$ cat config.mk
export PLATFORM = sky130hd
export DESIGN_NAME = seg7_scan_driver
export DESIGN_NICKNAME = d
export VERILOG_FILES = /design/src/rtl/seg7_scan_driver.sv
export SDC_FILE = /design/constraint.sdc
export NUM_CORES = 1
export LEC_CHECK = 0
export ABC_CLOCK_PERIOD_IN_PS = 1700
export CAP_MARGIN = 10
export CORE_ASPECT_RATIO = 1.5
export CORE_MARGIN = 5
export CORE_UTILIZATION = 49
export CTS_CLUSTER_SIZE = 30
export DETAILED_ROUTE_END_ITERATION = 10
export GPL_TIMING_DRIVEN = 0
export PLACE_DENSITY = 0.75
export SETUP_SLACK_MARGIN = 0.2
export SLEW_MARGIN = 30
export SYNTH_ARGS = -nofsm -noshare
export SYNTH_HDL_FRONTEND = slang
export SYNTH_SLANG_ARGS = --single-unit
$ cat constraint.sdc
create_clock -name clk -period 1.7 [get_ports clk]
set_input_delay 0.425 -clock clk [delete_from_list [all_inputs] [get_ports clk]]
set_output_delay 0.425 -clock clk [all_outputs]
set_load 0.02 [all_outputs]
$ cat src/rtl/seg7_scan_driver.sv
// ============================================================================
// seg7_scan_driver: four-digit multiplexed 7-segment driver with tear-free
// frame update, blanking between digits and leading-zero suppression.
// Revision: 1.0
// ============================================================================
`default_nettype none

module seg7_scan_driver #(
    parameter int REFRESH_DIV  = 12500,
    parameter int BLANK_CYCLES = 64
) (
    input  logic        clk,
    input  logic        Reset,
    input  logic [15:0] value,
    input  logic        load,
    input  logic [3:0]  dp_in,
    input  logic        lz_en,
    output logic [3:0]  an,
    output logic [6:0]  seg,
    output logic        dp,
    output logic        frame_done
);

    localparam int             c_CW    = (REFRESH_DIV > 2) ? $clog2(REFRESH_DIV) : 1;
    localparam logic [c_CW-1:0] c_LAST  = c_CW'(REFRESH_DIV - 1);
    localparam logic [c_CW-1:0] c_BLANK = c_CW'(BLANK_CYCLES);

    logic [c_CW-1:0] r_cnt;
    logic [1:0]      r_digit;
    logic [15:0]     r_hold;
    logic            r_pending;
    logic [15:0]     r_disp;

    logic            w_slot_end;
    logic            w_frame_end;
    logic            w_blank;
    logic            w_suppress;
    logic [3:0]      w_nib;

    function automatic logic [6:0] hex_to_seg(input logic [3:0] nib);
        logic [6:0] s;
        case (nib)
            4'h0: s = 7'b1000000;
            4'h1: s = 7'b1111001;
            4'h2: s = 7'b0100100;
            4'h3: s = 7'b0110000;
            4'h4: s = 7'b0011001;
            4'h5: s = 7'b0010010;
            4'h6: s = 7'b0000010;
            4'h7: s = 7'b1111000;
            4'h8: s = 7'b0000000;
            4'h9: s = 7'b0010000;
            4'hA: s = 7'b0001000;
            4'hB: s = 7'b0000011;
            4'hC: s = 7'b1000110;
            4'hD: s = 7'b0100001;
            4'hE: s = 7'b0000110;
            default: s = 7'b0001110;
        endcase
        return s;
    endfunction

    assign w_slot_end  = (r_cnt == c_LAST);
    assign w_frame_end = w_slot_end && (r_digit == 2'd3);
    assign w_blank     = (r_cnt < c_BLANK);
    assign w_nib       = r_disp[{r_digit, 2'b00} +: 4];

    // A digit is dark when it and every more-significant nibble are zero.
    always_comb begin
        w_suppress = 1'b0;
        case (r_digit)
            2'd1:    w_suppress = lz_en && (r_disp[15:4]  == 12'd0);
            2'd2:    w_suppress = lz_en && (r_disp[15:8]  == 8'd0);
            2'd3:    w_suppress = lz_en && (r_disp[15:12] == 4'd0);
            default: w_suppress = 1'b0;
        endcase
    end

    always_ff @(posedge clk) begin
        if (Reset) begin
            r_cnt      <= '0;
            r_digit    <= 2'd0;
            r_hold     <= 16'd0;
            r_pending  <= 1'b0;
            r_disp     <= 16'd0;
            an         <= 4'b1111;
            seg        <= 7'b1111111;
            dp         <= 1'b1;
            frame_done <= 1'b0;
        end else begin
            r_cnt <= w_slot_end ? '0 : r_cnt + 1'b1;
            if (w_slot_end) begin
                r_digit <= r_digit + 2'd1;
            end

            // Display takes the pre-load holding contents, so a load on the
            // boundary cycle stays pending for the following frame.
            if (w_frame_end && r_pending) begin
                r_disp    <= r_hold;
                r_pending <= 1'b0;
            end
            if (load) begin
                r_hold    <= value;
                r_pending <= 1'b1;
            end

            frame_done <= w_frame_end;
            if (w_blank || w_suppress) begin
                an  <= 4'b1111;
                seg <= 7'b1111111;
                dp  <= 1'b1;
            end else begin
                an  <= ~(4'b0001 << r_digit);
                seg <= hex_to_seg(w_nib);
                dp  <= ~dp_in[r_digit];
            end
        end
    end

endmodule

`default_nettype wire

-- Word-level counts from Yosys, hierarchy flattened
Memory sizes are Yosys's and may differ from the RTL's. A register that Yosys moved wholly into a read port is not among the register bits.
Index checks and enable logic that the tools add are counted.
- ROM bits: 112
- memories kept: 1
- bits in registers: 55
- logic and storage cells: 38
- latch bits: 0
- bits of input ports: 24
- output and inout port bits: 13
- bits in writable memories: 0
- $add $sub $neg: 2
- magnitude comparators: 2
- shift operators: 2
- bitwise logic cells: 2
- mux-type cells: 5
- div/mod/pow operators: 0
- multipliers: 0
- equality and inequality tests: 4
- reductions and logical operators: 12
- memory list (memory ; words ; bits a word ; read ports ; clocked after Yosys merged registers in ; wr ports ; RTL line ; text):
    (name not given) ; 16 ; 7 ; 1 ; 1 ; 0 ; 42 ; case (nib)
- operators with widths (kind ; number):
    $shiftx 16x5->4 ; 1
    $add 14x1->14 const B ; 1
    $eq 14x14->1 const B ; 1
    $lt 14x7->1 const B ; 1
    $logic_not 12->1 ; 1
    $logic_not 8->1 ; 1
    $logic_and 1x1->1 ; 5
    $eq 2x2->1 const B ; 2
    $logic_not 4->1 ; 1
    $not 4->4 ; 1
    $reduce_or 2->1 ; 2
    $shl 1x2->4 const A ; 1
    $lt 2x3->1 const B ; 1
    $mux 1 ; 3
    $pmux 1 s3 ; 1
    $add 2x1->2 const B ; 1
    $bmux 1 s2 ; 1
    $eq 2x1->1 const B ; 1
    $reduce_bool 2->1 ; 1
    $logic_or 1x1->1 ; 1
    $not 1->1 ; 1

-- Logic depth before layout (Yosys ltp)
- word-level depth: 5
- depth in mapped cells: 8

-- Worst setup path before layout
OpenSTA, ideal clock, no wires.
- kind: reg2reg
- from: register r_digit[0]
- to: register seg[1]
- buffers on the path: 1
- cell stages (with the launch flop): 7
- setup slack: -0.124 ns
- arrival: 1.683 ns
- path through: dfxtp_1 -> buf_6 -> mux4_2 -> inv_1 -> ha_1 -> o211ai_1 -> o211ai_1
- cells in the longest elaborated chain, start to end: 4
- ends and longest elaborated chain (item ; RTL line ; text):
    start: declaration ; 29 ; logic [1:0] r_digit;
    start signal: assignment ; 93 ; r_digit <= r_digit + 2'd1;
    $eq 2x2->1 / $eq 2x1->1 (equally long branches) ; 71 ; case (r_digit)
    $pmux 1 s3 ; 71 ;
    $logic_or 1x1->1 ; 108 ; if (w_blank || w_suppress) begin
    $reduce_or 2->1 (no line) ; - ;
    end: declaration ; 19 ; output logic [6:0] seg,
Parallel ways exist; a longest one is shown, timed or not.
A chain may end at the register's enable or synchronous reset.

-- Final worst setup path
- from: register r_digit[0]
- to: register seg[4]
The elaborated chain is that of the path after synthesis.

==> results_dict.tcl <==
set metrics [dict create \
    outcome "finished with violations" \
    violations "negative setup slack" \
    relSlewSlack 0.714 \
    worstPathMaxFanout 5 \
    grt_max_degree 11 \
    stdcell_count 433 \
    fmax_ghz 0.544 \
    worst_pin_slew_ns 0.425 \
    postSynthAreaPerCell_um2 9.41 \
    synth_top_family_by_area "simple AND/OR/NAND/NOR gates" \
    finalClockSkew_ns 0.0112 \
    ys_ff_latch 62 \
    clock_latency_ns 0.35 \
    htreeDepth 3 \
    cts_sinks 62 \
    grt_pass1_wl_mm 10.0 \
    num-nets-final 395 \
    yosys-mux-area-fraction 0.117 \
    r2r_start "r_digit[0]" \
    start_kind "register" \
    core_region_area_um2 5450 \
    place_inst 397 \
    io_pins 37 \
    rsz0062_at_grt "yes" \
    crit_path_end_kind "register" \
    ys_top_cells_by_count "62 x dfxtp_1, 33 x nor2_1, 22 x nand3_1, 21 x a21oi_1, 20 x o21ai_0" \
    worstPathCellList "buf_6, mux4_2, ha_4, mux2_4, o21ai_2, nand2_1" \
    synth_nets 327 \
    worstHoldPathType "reg -> reg" \
    synthArstFlopShare 0 \
    cp.buffers_inverters 1 \
    critPathArrivalTime_ns 2.09 \
    drt_iter0_drc 95 \
    port_buffers 35 \
    syn_to_final_growth_pct 52.6 \
    final-setup-viol-count 7 \
    maxCapViolations 0 \
    hp-start "r_hold[2]" \
    globalRouteOverflowTotal 0 \
    firstDrtPassIters 4 \
    fin_crit_sh 1.08 \
    die_area_um2 7240 \
    cp_slowest_cell "mux4_2" \
    ys_dominant_reg_cell "dfxtp_1" \
    synth_xor_area_frac 0.0478 \
    slew_violations 0 \
    start_util 0.504 \
    yosysMostFrequentCell "dfxtp_1" \
    yosys.area_share.adder 0.0501 \
    whs_ns 0.475 \
    synth_compound_area_frac 0.108 \
    root_buffer "clkbuf_8" \
    yosysWarnings 0 \
    drcViolationCount 0 \
    path_delay_family "multiplexers" \
    synth_cells 292 \
    via_count 2456 \
    cts_hold_buf 0 \
    cellLeakagePower_nw 1.49 \
    multiInputGateArea_um2 1840 \
    hold_viol 0 \
    grtUsageTotal 0.178 \
    drive_gt1_frac 0.408 \
    required_ns 1.95 \
    grt_pass1_vias 2272 \
    synthSimpleGateAreaFrac 0.174 \
    cts_tree "yes" \
    finalPower_mw 2.81 \
    cts_buffers 9 \
    via_per_inst 5.67 \
    ys_types 36 \
    dp_slack_ns -0.253 \
    cts.path.max_buffers 2 \
    rows 33 \
    crit_start "r_digit[0]" \
    diodes 0 \
    synth_edf_count 0 \
    fill_cells 344 \
    yosysSeqAreaShare 0.452 \
    wl_per_cell_um 17.7 \
    finalInstanceArea_um2 4190 \
    regArea_um2 1260 \
    gp_congestion 0.842 \
    syn_area_um2 2750 \
    antenna_found_initial 0 \
    critPathMaxStageDelay_ns 0.63 \
    synthTopCellsByArea "dfxtp_1 45%, mux2i_1 6.2%, ha_1 5.0%, mux4_2 4.9%, nor2_1 4.5%" \
    die_y_um 102 \
    p_per_area_nw_per_um2 669 \
    dp_hpwl_mm 4.20 \
    yosys.area.top_type "dfxtp_1" \
    finalWorstSetupSlack_ns -0.138 \
    crit_type "reg -> reg" \
    place_area_um2 3220 \
    wirelength_mm 7.65 \
    ant_nets 0 \
    die_w_um 71.1 \
    path_clk_slew_ns 0.07 \
    period_needed_ns 1.84 \
    peakVddDrop_uv 687 \
    synth_top_area_frac 0.452 \
]
## tightest hold or removal path: cells and delay by family (launching register included)
kind               cells  cell delay [ns]
AOI/OAI and AO/OA      1             0.05
DFF                    1             0.32
and+or+nand+nor        1             0.07
## path summary, 6_finish.rpt
path	end	slack [ns]	cells past startpoint
worst max-delay path	seg[4]	-0.14	6
worst min-delay path	r_disp[2]	0.47	2
worst max register to register	seg[4]	-0.14	6
worst min register to register	r_disp[2]	0.47	2
## report_power, final
part	switching, mW	internal [mW]	leakage (nW)
sequential	0.0308	1.48	0.509
clock	0.558	0.549	0.0821
combinational	0.0788	0.106	0.903
total	0.668	2.14	1.49
## layout by cell type (no fill, tap or decap), types with 3 or more instances in the layout
cell type,netlist,routed
xor2_1,13,13
nor2_1,33,23
and2_1,4,3
buf_8,0,4
mux4_2,6,6
o21ai_1,1,4
mux2i_1,17,17
dlygate4sd2_1,0,13
nand3_1,22,7
buf_4,2,9
o211ai_1,4,4
clkdlybuf4s50_1,0,22
dfxtp_1,62,52
buf_12,0,3
buf_6,2,14
a21oi_2,0,17
and4_1,3,3
inv_1,9,5
a21oi_1,21,4
nand3_2,0,5
clkbuf_16,0,3
clkbuf_1,11,3
nand4_1,5,5
nor2_4,0,9
o21ai_2,0,12
nand2_1,15,13
clkbuf_8,0,11
o21ai_0,20,5
clkbuf_2,0,4
nor4_1,4,4
ha_4,0,7
nand3_4,0,10
dfxtp_2,0,8
buf_2,6,4
## routing by layer
metal	up-vias	routed length, um	GRT usage
met4	0	284	0.120
met2	75	4220	0.318
met5	-	0	0
met3	24	325	0.0367
li1	1162	-	-
met1	1195	2820	0.183
## kinds of logic (layout without fill, tap and decap cells)
family	after synthesis	after routing
and+or+nand+nor	97	97
DFF	62	62
AOI/OAI and AO/OA	53	53
buffers and inverters	30	101
muxes	24	24
xor gates and xnor gates	15	15
adders and majority gates	11	11
## repair_timing
action	in CTS	in global routing
cloned	0	5
setup endpoints to repair	74	59
buffers inserted	8	9
pin swaps	10	45
resized for setup	49	137
## area by class of cell
class | instances | area share
Buffer | 21 | 0.0490
Clock buffer | 12 | 0.0346
Clock inverter | 2 | 0.00239
Inverter | 9 | 0.00925
Multi-Input combinational cell | 200 | 0.439
Sequential cell | 62 | 0.300
Tap cell | 70 | 0.0209
Timing Repair Buffer | 57 | 0.145
## sequential cells by signal (all words and copies together) (netlist names)
signal and cells:
r_hold 16, frame_done 1, an 4, seg 7, r_cnt 14, r_disp 16
r_pending 1, dp 1, r_digit 2
## metrics by stage
step,util,setup TNS (ns)
finish,0.769,-0.668
detailed placement,0.590,-10.28
CTS,0.651,-0.376
global route,0.769,-1.14
floorplan,-,-0.132
global placement,0.590,-9.97
(Power assumes the default switching activity.)
